===== src/rtl/cnn_pkg.sv =====
// Shared constants, FSM state type and per-class bias table for the
// CNN classifier back end.
// Scores are signed two's complement Q8.8 (CNN_FRAC_BITS fractional bits).
// BIAS_TABLE is only used when ARGMAX_BIAS_EN is defined.
package cnn_pkg;

    localparam int unsigned CNN_DW        = 16;
    localparam int unsigned CNN_N_CLASS   = 10;
    localparam int unsigned CNN_FRAC_BITS = 8;
    localparam int unsigned ID_W          = 4;

    typedef enum logic [1:0] {
        ST_IDLE = 2'd0,
        ST_SCAN = 2'd1,
        ST_DONE = 2'd2
    } state_t;

    // Per-class bias in Q8.8, index 0 first.
    localparam logic [CNN_DW-1:0] BIAS_TABLE [CNN_N_CLASS] = '{
        16'h0200, 16'hFF80, 16'h0040, 16'h0000, 16'h0100,
        16'hFE00, 16'h0080, 16'h0000, 16'hFFC0, 16'h0010
    };

endpackage


===== src/rtl/argmax_classifier_if.sv =====
// Handshake bundle between the fully-connected stage and the argmax classifier.
//   i_fl_done   : FC completion flag (level, may stay high)
//   i_score     : packed class scores, element i = class i
//   o_busy      : capture-to-result window
//   o_valid     : one-cycle result strobe
//   o_class_id  : winning class index
//   o_max_score : winning score
//   o_overrun   : one-cycle pulse when a completion rise is dropped
interface argmax_classifier_if #(
    parameter int unsigned N_CLASS = cnn_pkg::CNN_N_CLASS,
    parameter int unsigned DW      = cnn_pkg::CNN_DW
);

    logic                         i_fl_done;
    logic [N_CLASS-1:0][DW-1:0]   i_score;
    logic                         o_busy;
    logic                         o_valid;
    logic [cnn_pkg::ID_W-1:0]     o_class_id;
    logic [DW-1:0]                o_max_score;
    logic                         o_overrun;

    modport master (
        output i_fl_done, i_score,
        input  o_busy, o_valid, o_class_id, o_max_score, o_overrun
    );

    modport slave (
        input  i_fl_done, i_score,
        output o_busy, o_valid, o_class_id, o_max_score, o_overrun
    );

endinterface


===== src/rtl/sat_add.sv =====
// DW-bit signed saturating adder used to apply per-class bias.
// Only compiled when ARGMAX_BIAS_EN is defined.
//   i_a, i_b : signed operands
//   o_sum_c  : combinational sum clamped to the DW-bit signed range
`ifdef ARGMAX_BIAS_EN
module sat_add #(
    parameter int unsigned DW = 16
) (
    input  logic signed [DW-1:0] i_a,
    input  logic signed [DW-1:0] i_b,
    output logic signed [DW-1:0] o_sum_c
);

    localparam logic [DW-1:0] SAT_MAX = {1'b0, {(DW-1){1'b1}}};
    localparam logic [DW-1:0] SAT_MIN = {1'b1, {(DW-1){1'b0}}};

    logic [DW:0] w_sum;

    // One guard bit; overflow when the two top bits disagree.
    always_comb begin
        w_sum   = {i_a[DW-1], i_a} + {i_b[DW-1], i_b};
        o_sum_c = w_sum[DW-1:0];
        if (w_sum[DW] != w_sum[DW-1]) begin
            o_sum_c = w_sum[DW] ? SAT_MIN : SAT_MAX;
        end
    end

endmodule
`endif


===== src/rtl/argmax_classifier.sv =====
// Argmax over N_CLASS signed scores, one score per clock.
// On a rising edge of i_fl_done in IDLE the scores are captured; the scan then
// walks the captured copy and issues class_id/max_score with a one-cycle valid
// exactly N_CLASS clocks after the capture edge. Ties keep the lower index.
// Ports: clk, rst (async, active-high), bus (argmax_classifier_if.slave).
// Build option: ARGMAX_BIAS_EN adds a saturating per-class bias before compare.
module argmax_classifier
    import cnn_pkg::*;
#(
    parameter int unsigned N_CLASS = CNN_N_CLASS,
    parameter int unsigned DW      = CNN_DW
) (
    input  logic                 clk,
    input  logic                 rst,
    argmax_classifier_if.slave   bus
);

    localparam int unsigned          IDX_W    = ID_W;
    localparam logic [IDX_W-1:0]     LAST_IDX = IDX_W'(N_CLASS - 1);
    localparam logic signed [DW-1:0] MOST_NEG = {1'b1, {(DW-1){1'b0}}};

    state_t                  r_state;
    logic                    r_fl_prev;
    logic [DW-1:0]           r_score [N_CLASS];
    logic [IDX_W-1:0]        r_index;
    logic [IDX_W-1:0]        r_best_id;
    logic signed [DW-1:0]    r_best;
    logic                    r_busy;
    logic                    r_valid;
    logic                    r_overrun;
    logic [IDX_W-1:0]        r_class_id;
    logic [DW-1:0]           r_max_score;

    logic                    w_rise;
    logic signed [DW-1:0]    w_raw;
    logic signed [DW-1:0]    w_cand;
    logic                    w_gt;

    assign w_rise = bus.i_fl_done & ~r_fl_prev;
    assign w_raw  = r_score[r_index];

`ifdef ARGMAX_BIAS_EN
    sat_add #(.DW(DW)) u_sat_add (
        .i_a     (w_raw),
        .i_b     (BIAS_TABLE[r_index]),
        .o_sum_c (w_cand)
    );
`else
    assign w_cand = w_raw;
`endif

    // Strict greater-than so an equal later score never displaces the leader.
    assign w_gt = w_cand > r_best;

    // Score snapshot; only taken from IDLE so a dropped rise cannot disturb it.
    always_ff @(posedge clk) begin
        if (r_state == ST_IDLE && w_rise) begin
            for (int unsigned i = 0; i < N_CLASS; i++) begin
                r_score[i] <= bus.i_score[i];
            end
        end
    end

    // Control FSM and registered outputs.
    always_ff @(posedge clk or posedge rst) begin
        if (rst) begin
            r_state     <= ST_IDLE;
            r_fl_prev   <= 1'b0;
            r_index     <= '0;
            r_best_id   <= '0;
            r_best      <= MOST_NEG;
            r_busy      <= 1'b0;
            r_valid     <= 1'b0;
            r_overrun   <= 1'b0;
            r_class_id  <= '0;
            r_max_score <= '0;
        end else begin
            r_fl_prev <= bus.i_fl_done;
            r_valid   <= 1'b0;
            r_overrun <= 1'b0;
            case (r_state)
                ST_IDLE: begin
                    if (w_rise) begin
                        r_state   <= ST_SCAN;
                        r_index   <= '0;
                        r_best    <= MOST_NEG;
                        r_best_id <= '0;
                        r_busy    <= 1'b1;
                    end
                end
                ST_SCAN: begin
                    r_overrun <= w_rise;
                    if (w_gt) begin
                        r_best    <= w_cand;
                        r_best_id <= r_index;
                    end
                    r_index <= r_index + IDX_W'(1);
                    // Last element folds straight into the result registers.
                    if (r_index == LAST_IDX) begin
                        r_state     <= ST_DONE;
                        r_valid     <= 1'b1;
                        r_class_id  <= w_gt ? r_index : r_best_id;
                        r_max_score <= w_gt ? w_cand : r_best;
                    end
                end
                ST_DONE: begin
                    r_overrun <= w_rise;
                    r_state   <= ST_IDLE;
                    r_busy    <= 1'b0;
                end
                default: begin
                    r_state <= ST_IDLE;
                    r_busy  <= 1'b0;
                end
            endcase
        end
    end

    assign bus.o_busy      = r_busy;
    assign bus.o_valid     = r_valid;
    assign bus.o_overrun   = r_overrun;
    assign bus.o_class_id  = r_class_id;
    assign bus.o_max_score = r_max_score;

endmodule


===== src/flat_wrapper.sv =====
// flat-port wrapper written by rule: the top's interface ports become plain ports
module argmax_classifier_flat import cnn_pkg::*;
#(
    parameter int unsigned N_CLASS = CNN_N_CLASS,
    parameter int unsigned DW      = CNN_DW
)
  (clk, rst, bus_i_fl_done, bus_i_score, bus_o_busy, bus_o_valid, bus_o_class_id, bus_o_max_score, bus_o_overrun);
  argmax_classifier_if #(.N_CLASS(N_CLASS), .DW(DW)) bus_i ();
  input  logic clk;
  input  logic rst;
  input wire logic [$bits(bus_i.i_fl_done)-1:0] bus_i_fl_done;
  input wire logic [$bits(bus_i.i_score)-1:0] bus_i_score;
  output wire logic [$bits(bus_i.o_busy)-1:0] bus_o_busy;
  output wire logic [$bits(bus_i.o_valid)-1:0] bus_o_valid;
  output wire logic [$bits(bus_i.o_class_id)-1:0] bus_o_class_id;
  output wire logic [$bits(bus_i.o_max_score)-1:0] bus_o_max_score;
  output wire logic [$bits(bus_i.o_overrun)-1:0] bus_o_overrun;
  assign bus_i.i_fl_done = bus_i_fl_done;
  assign bus_i.i_score = bus_i_score;
  assign bus_o_busy = bus_i.o_busy;
  assign bus_o_valid = bus_i.o_valid;
  assign bus_o_class_id = bus_i.o_class_id;
  assign bus_o_max_score = bus_i.o_max_score;
  assign bus_o_overrun = bus_i.o_overrun;
  argmax_classifier #(.N_CLASS(N_CLASS), .DW(DW)) u_core (.clk(clk), .rst(rst), .bus(bus_i));
endmodule

===== config.mk =====
export PLATFORM = sky130hd
export DESIGN_NAME = argmax_classifier_flat
export DESIGN_NICKNAME = d
export VERILOG_FILES = /design/src/rtl/cnn_pkg.sv /design/src/rtl/argmax_classifier_if.sv /design/src/rtl/sat_add.sv /design/src/rtl/argmax_classifier.sv /design/src/flat_wrapper.sv
export SDC_FILE = /design/constraint.sdc
export NUM_CORES = 1
export LEC_CHECK = 0
export BUFFER_PORTS_ARGS = -buffer_cell sky130_fd_sc_hd__buf_2
export CAP_MARGIN = 20
export CORE_AREA = 3 3 152 154
export CTS_CLUSTER_SIZE = 20
export DETAILED_ROUTE_END_ITERATION = 10
export DIE_AREA = 0 0 155 157
export PLACE_DENSITY_LB_ADDON = 0.25
export SLEW_MARGIN = 10
export SYNTH_ARGS = -nofsm -noshare
export SYNTH_HDL_FRONTEND = slang
export SYNTH_SLANG_ARGS = --single-unit

===== constraint.sdc =====
create_clock -name clk -period 4.75 [get_ports clk]
set_input_delay 0.475 -clock clk [delete_from_list [all_inputs] [get_ports clk]]
set_output_delay 0.475 -clock clk [all_outputs]
set_load 0.005 [all_outputs]

### Word-level counts from Yosys, hierarchy flattened

Memories as Yosys holds them, arrays and structs flattened.
Cells that the tools add are included.

| word-level totals | value |
|---|---|
| register bits | 50 |
| bits in writable memories | 160 |
| bits of input ports | 163 |
| output and inout bits | 23 |
| word-level logic and storage cells | 46 |
| memories | 1 |

Memory list:

| memory | depth | width | rd ports | clocked after memory_dff | wr ports | RTL line | text |
|---|---|---|---|---|---|---|---|
| u_core.r_score | 10 | 16 | 1 | 0 | 10 | argmax_classifier.sv:24 | `logic [DW-1:0] r_score [N_CLASS];` |

| operators by class | value |
|---|---|
| add/subtract/negate cells | 1 |
| $lt $le $gt $ge | 1 |
| equal/unequal tests | 5 |
| mux-type cells | 17 |
| bitwise operators | 3 |
| reductions and logical operators | 8 |

Operators by type and width:

| kind | count |
|---|---|
| 2-to-1 mux 16 bit | 2 |
| one-hot mux 16 bit (2 select lines) | 1 |
| greater-than comparator 16 bit | 1 |
| one-hot mux 4 bit (2 select lines) | 2 |
| 2-to-1 mux 4 bit | 2 |
| AND reduction 2 bit | 4 |
| 2-to-1 mux 1 bit | 6 |
| adder 4 x 1 -> 4 bit, second input constant | 1 |
| == test 4 bit, second input constant | 1 |
| 2-to-1 mux 2 bit | 2 |
| != test 2 x 1 -> 1 bit, second input constant | 2 |
| one-hot mux 2 bit (2 select lines) | 1 |
| == test 2 x 1 -> 1 bit, second input constant | 1 |
| == test 2 bit, second input constant | 1 |
| zero test 2 bit | 1 |
| NOT 1 bit | 2 |
| one-hot mux 1 bit (2 select lines) | 1 |
| nonzero test 2 bit | 1 |
| OR reduction 2 bit | 1 |
| AND 1 bit | 1 |
| logical AND 1 bit | 1 |

### Depth between registers and ports, before layout

Gate-level depths: netlist of the first run.

| depth | value |
|---|---|
| word-level depth | 5 |
| mapped depth | 15 |
| gate-level depth less buffers | 11 |

### Least setup slack after synthesis of the first run

Ideal clock, no wire load.

| timing | value |
|---|---|
| path type | input-to-reg |
| start | in bus_i_fl_done |
| end | mem u_core.r_score[0][0] (enable) |
| setup time | 0.513 ns |
| data arrival time | 3.852 ns |
| data required time | 4.237 ns |
| path slack | 0.385 ns |
| stages | 3 |
| buffers on the path | 0 |
| cell sequence | nor2b_1 > nand2_1 > inv_1 |

RTL lines:

| item | RTL line | text |
|---|---|---|
| start: declaration | flat_wrapper.sv:11 | `input wire logic [$bits(bus_i.i_fl_done)-1:0] bus_i_fl_done;` |
| end: declaration | argmax_classifier.sv:24 |  |

### Worst setup path after layout of the first run

| timing | value |
|---|---|
| start | reg u_core.r_index[0] |
| end | reg u_core.r_best[0] |

| on the way | value |
|---|---|
| word-level cells in the longest chain between the ends | 4 |

Ends and longest elaborated chain:

| item | RTL line | text |
|---|---|---|
| start: declaration | argmax_classifier.sv:25 | `logic [IDX_W-1:0] r_index;` |
| start signal: assignment | argmax_classifier.sv:97 | `r_index <= r_index + IDX_W'(1);` |
| memory read (10 x 16 bit) (*) | n/a |  |
| greater-than comparator 16 bit | argmax_classifier.sv:53 | `assign w_gt = w_cand > r_best;` |
| 2-to-1 mux 16 bit (*) | argmax_classifier.sv:93 | `if (w_gt) begin` |
| one-hot mux 16 bit (2 select lines) (*) | argmax_classifier.sv:81 | `case (r_state)` |
| end signal: assignment | argmax_classifier.sv:94 | `r_best <= w_cand;` |
| end: declaration | argmax_classifier.sv:27 | `logic signed [DW-1:0] r_best;` |

Mark *: on every way between the ends. The rest lies on a longest branch, timed or not.
A chain may end at the register's enable or synchronous reset.

==> results.json, run 1 <==
{
  "final_nets": 936,
  "maxCapViolations": 0,
  "min_period_ns": 4.45,
  "crit_buf_inv": 1,
  "drc": 0,
  "clock_skew_ns": 0.00637,
  "mappedNetlistNets": 741,
  "yosysMostFrequentCell": "edfxtp_1",
  "syn_area_um2": 8760,
  "h-tree-depth": 1,
  "io_buffers": 185,
  "finalSetupViolCount": 0,
  "syn_inst": 558,
  "critPathMostFrequentCell": "a21o_1",
  "io_pins": 186,
  "ir_drop_mv": 0.396,
  "yosys-top-cells-count": "edfxtp_1, dfrtp_1, mux4_2, nand2_1, inv_1",
  "drtIter0Drc": 303,
  "grt_pass1_vias": 5694,
  "via_count": 5373,
  "p_leak_uw": 0.00415,
  "reg2reg_to": "u_core.r_best[0]$_DFFE_PP0P_",
  "gp_congestion": 0.863,
  "grt_usage": 0.160,
  "initial_core_util": 0.401,
  "placed_cells": 1008,
  "fin_cells": 1049,
  "drive_above_1_share": 0.365,
  "dieArea_um2": 24300,
  "min_path_cells": 1,
  "clock_latency_ns": 0.50,
  "cts_tree": "built",
  "firstDrtPassIters": 5,
  "grt-ovfl-total": 0,
  "antenna_found_initial": 0,
  "hold_path.class": "input port to flop",
  "worstSetupStartpointType": "flop",
  "r2r-start": "u_core.r_index[0]$_DFFE_PP0P_",
  "hold_path_startpoint": "bus_i_fl_done",
  "rrSetupSlack_ns": 0.30,
  "ys.flop_type": "edfxtp_1",
  "postCtsSetupBuffers": 0,
  "async_reset_ff_frac": 0.238,
  "path_class": "flop to flop",
  "rsz0062_at_grt": "no",
  "row_count": 54,
  "wire_per_inst_um": 18.9,
  "period_share": 0.936,
  "grt_pass1_wl_um": 31100,
  "crit_fanout": 34,
  "crit_path_top_delay_cell": "or4_1",
  "ys_top_cells_by_area": "edfxtp_1, dfrtp_1, mux4_2",
  "status": "completed",
  "syn_avg_cell_area_um2": 15.7,
  "synth_top_area_share": 0.549,
  "ctsHoldBuffers": 0,
  "crit_required_ns": 5.09,
  "viasPerCell": 5.12,
  "core-area_um2": 21800,
  "hold_violations": 0,
  "p_per_area_nw_per_um2": 661,
  "die_h_um": 157,
  "syn2layout_area_growth_pct": 22.9,
  "crit_path_end_kind": "flop",
  "relSlewSlack": 0.357,
  "drt_wl_total_um": 19800,
  "root_buffer": "clkbuf_16",
  "synth_edf_count": 160,
  "ys_warn_count": 0,
  "crit_arrival_ns": 4.79,
  "fp.dieW_um": 155,
  "min_to": "u_core.r_fl_prev$_DFF_PP0_",
  "grt_start_max_net_pins": 109,
  "hpwl_um": 14400,
  "synth-seq-cells": 210,
  "synth_top_area_cell": "edfxtp_1",
  "cts_made_buffers": 23,
  "clk_pin_slew_ns": 0.06,
  "fillers": 1893,
  "finalSetupTns_ns": 0,
  "worst_slew_pin_slew_ns": 0.964,
  "crit_family": "compound AO/OA/AOI/OAI gates",
  "ys_types": 49,
  "seq_area_frac_synth": 0.692,
  "clockBufferDepth": 3,
  "cpPeakStageDelay_ns": 0.61,
  "numClockSinks": 210,
  "r2r_cells": 12,
  "post_cts_resized": 0,
  "slew_violations": 0,
  "crit_start": "u_core.r_index[0]$_DFFE_PP0P_",
  "postRouteAntennaNets": 0,
  "max_freq_ghz": 0.225,
  "worstPathCellList": "buf_12 > mux4_2 > nor2b_1 > a211oi_1 > a21oi_1 > ha_1 > a21o_1 > a21o_1 > a2111o_1 > or4_1 > a31oi_4 > o32ai_1",
  "diodes": 0
}
## per-layer routing
| metal | vias up | part of all wire | GRT usage |
|---|---|---|---|
| met4 | 0 | 0.015 | 0.0353 |
| met5 | - | 0 | 0 |
| met1 | 2586 | 0.45 | 0.230 |
| met2 | 191 | 0.47 | 0.253 |
| met3 | 29 | 0.069 | 0.0349 |
| li1 | 2567 | - | - |
## state kept, by name, summed over array words and instances (netlist names), 2 cells and up
register,count
u_core.r_best_id,4
u_core.bus.o_class_id,4
u_core.r_state,2
u_core.r_index,4
u_core.r_score,160
u_core.bus.o_max_score,16
u_core.r_best,16
## how the worst max path moves through the flow
stage / end / slack [ns] / depth (start not counted)
2_1_floorplan: u_core.r_score[0][0]$_DFFE_PP_ / 0.39 / 3
3_3_place_gp: u_core.r_best_id[1]$_DFFE_PP0P_ / 0.31 / 12
3_5_place_dp: u_core.r_best_id[1]$_DFFE_PP0P_ / 0.25 / 12
4_1_cts: u_core.r_best[0]$_DFFE_PP0P_ / 0.26 / 12
5_1_grt: u_core.r_best[0]$_DFFE_PP0P_ / 0.02 / 12
6_report: u_core.r_best[0]$_DFFE_PP0P_ / 0.30 / 12
## layout make-up
cell class | instances | area [µm²] | share of cell area
Clock buffer | 27 | 591 | 0.0549
Clock inverter | 14 | 123 | 0.0114
Inverter | 27 | 106 | 0.00988
Multi-Input combinational cell | 288 | 2450 | 0.227
Sequential cell | 210 | 6060 | 0.563
Tap cell | 280 | 350 | 0.0325
Timing Repair Buffer | 203 | 1090 | 0.101
## cell usage in the layout, fill, tap and decap left out, drive strengths merged, types with 4 or more instances in the layout
master,count
ha,20
a211oi,16
clkinv,10
clkbuf,27
o22ai,17
nor2b,19
nor2,19
buf,203
mux4,32
nand4,4
o21ai,22
mux2i,18
nand3,17
a31oi,18
dfrtp,49
edfxtp,160
a21oi,22
nand2,32
inv,27
## where the power goes
part           internal, µW  total, µW  switching (µW)
clock network           995       1690             694
logic                  1160       2890            1730
registers              2370       2540             172
total                  4520       7120            2600
## metrics by stage
step	worst slack [ns]	hold WS, ns	power (µW)	util	area (µm²)
global route	0.0204	0.0740	7610	0.493	10800
detailed placement	0.253	0.494	5490	0.461	10100
global placement	0.309	0.508	5420	0.461	10100
finish	0.303	0.0936	7120	0.493	10800
CTS	0.257	0.0732	7190	0.493	10800
floorplan	0.385	0.467	4630	-	8760
## kinds of logic (layout without fill, tap and decap cells)
logic type | after synthesis | count (layout) | synth area share
mux | 52 | 52 | 0.107
fa+ha+maj | 20 | 20 | 0.0286
flops | 210 | 210 | 0.692
compound gates | 112 | 112 | 0.0850
simple gates | 104 | 104 | 0.0590
buf+inv | 60 | 271 | 0.0290
Power figures use the tool's default switching activity.
==> inputs of run 2 (changes only) <==
CORE_AREA = 3 3 175 177   (was 3 3 152 154)
DIE_AREA = 0 0 178 180   (was 0 0 155 157)
clock period = 4.2 ns   (was 4.75 ns; I/O delays follow)
==> run 2 against run 1 <==
Cell area is 5.9% higher. First-iteration DRC count is 8.3% higher. Worst hold slack worse by 0.059 ns. Via count grew 1.2%. Worst setup slack got worse by 0.14 ns. Fmax up 10%. Clock power grew 27%. Highest routed layer is now met5.
==> results.json, run 2 (synthesis results as in run 1) <==
{
  "core-area_um2": 29400,
  "worst_slew_pin_slew_ns": 0.900,
  "gp_congestion": 0.830,
  "slew_violations": 0,
  "fin_hold_ws_ns": 0.0343,
  "relSlewSlack": 0.394,
  "grt_start_max_net_pins": 58,
  "drtIter0Drc": 328,
  "crit_required_ns": 4.63,
  "hold_path.class": "input port to flop",
  "maxCapViolations": 0,
  "grt_pass1_wl_um": 32500,
  "die_h_um": 180,
  "pwr-share-seq": 0.322,
  "crit_path_end_kind": "flop",
  "crit_arrival_ns": 4.47,
  "placement.cell_area_um2": 10400,
  "grt-ovfl-total": 0,
  "grt_usage": 0.130,
  "period_share": 0.961,
  "ir_drop_mv": 0.425,
  "path_class": "flop to flop",
  "clockBufferDepth": 3,
  "hpwl_um": 15500,
  "clock_skew_ns": 0.0127,
  "hold_violations": 0,
  "max_freq_ghz": 0.248,
  "drt_wl_total_um": 21200,
  "drc": 0,
  "grt_pass1_vias": 5635,
  "syn2layout_area_growth_pct": 30.2,
  "io_buffers": 185,
  "finalSetupViolCount": 0,
  "status": "completed",
  "h-tree-depth": 1,
  "cts_tree": "built",
  "dieArea_um2": 32000,
  "final_area_um2": 11400,
  "p_sw_uw": 3240,
  "firstDrtPassIters": 4,
  "root_buffer": "clkbuf_16",
  "clk_pin_slew_ns": 0.07,
  "wire_per_inst_um": 17.8,
  "io_pins": 186,
  "postRouteAntennaNets": 0,
  "drive_above_1_share": 0.414,
  "crit_fanout": 8,
  "row_count": 63,
  "largest_register_ffs": 160,
  "fp.dieW_um": 178,
  "cts_made_buffers": 23,
  "numClockSinks": 210,
  "clock_latency_ns": 0.51,
  "layout_common_cells": "buf_2, edfxtp_1, dfrtp_1, buf_4, mux4_2",
  "p_comb_frac": 0.442,
  "final_nets": 965,
  "internal_power_uw": 5790,
  "largest-register": "u_core.r_score",
  "p_per_area_nw_per_um2": 792,
  "finalSetupTns_ns": 0,
  "switching_share": 0.359,
  "viasPerCell": 4.57,
  "antenna_found_initial": 8,
  "via_count": 5436,
  "p_leak_uw": 0.00438,
  "initial_core_util": 0.298,
  "worstSetupStartpointType": "flop",
  "mostFrequentLayoutCell": "buf_2",
  "pwr-share-clk": 0.237,
  "min_period_ns": 4.04
}
==> run 2: layout make-up <==
type | count | area (µm²)
fillers | 2766 | 18000
well taps | 390 | 488
multi-input cells | 288 | 2520
clock inverters | 18 | 236
clock buffers | 23 | 576
inverters | 27 | 105
diodes | 2 | 5.00
flip-flops and latches | 210 | 6060
repair buffers | 232 | 1400
==> run 2: routing by layer <==
layer	track usage	vias up	share of wire
li1	-	2622	-
met1	0.195	2590	0.47
met2	0.186	170	0.44
met3	0.0372	40	0.071
met4	0.0292	14	0.018
met5	0	-	0.0045
==> run 2: power by group through the flow <==
stage | clock [µW] | combinational, µW | sequential, µW
after detailed placement | 0 | 3690 | 2950
after global placement | 0 | 3710 | 2930
after global routing | 2290 | 4370 | 2960
after floorplan | 0 | 2380 | 2850
after CTS | 2190 | 3710 | 2910
final | 2140 | 3990 | 2910
==> run 2: critical path, stage by stage (launching register included) <==
cell and delay, ns:
dfrtp_4 0.50, buf_4 0.15, mux4_2 0.47, nor2b_1 0.14
a211oi_2 0.27, a21oi_2 0.08, ha_1 0.34, a21o_1 0.18
a21o_1 0.18, a2111o_1 0.49, buf_4 0.18, o311ai_4 0.35
buf_6 0.17, buf_4 0.18, nand3_1 0.11, a31oi_1 0.18
==> run 2: per-stage QoR <==
stage / cells / total power, µW / util / setup WS (ns)
2_1_floorplan: 558 / 5230 / - / 0.120
3_3_place_gp: 1135 / 6640 / 0.353 / 0.0809
3_5_place_dp: 1136 / 6640 / 0.354 / 0.0138
4_1_cts: 1178 / 8800 / 0.382 / 0.00987
5_1_grt: 1188 / 9620 / 0.388 / -0.0378
6_report: 1190 / 9030 / 0.388 / 0.164
==> run 2: final timing paths <==
check	startpoint	end	slack, ns	depth (start not counted)
worst max-delay path	u_core.r_index[0]$_DFFE_PP0P_	u_core.bus.o_max_score[1]$_DFFE_PP0P_	0.16	15
worst min-delay path	bus_i_fl_done	u_core.r_fl_prev$_DFF_PP0_	0.03	1
min in group asynchronous	rst	u_core.bus.o_max_score[2]$_DFFE_PP0P_	0.54	3
worst min register to register	u_core.bus.o_class_id[2]$_DFFE_PP0P_	u_core.bus.o_class_id[2]$_DFFE_PP0P_	0.50	2
worst max register to register	u_core.r_index[0]$_DFFE_PP0P_	u_core.bus.o_max_score[1]$_DFFE_PP0P_	0.16	15
max in group asynchronous	rst	u_core.r_best[15]$_DFFE_PP1P_	3.04	4
==> run 2: what timing repair did <==
action | CTS | global route
hold endpoints to repair | 24 | 0
setup endpoints to repair | 0 | 39
buffers inserted | 0 | 10
gates resized for setup | 0 | 23
hold buffers | 1 | 0
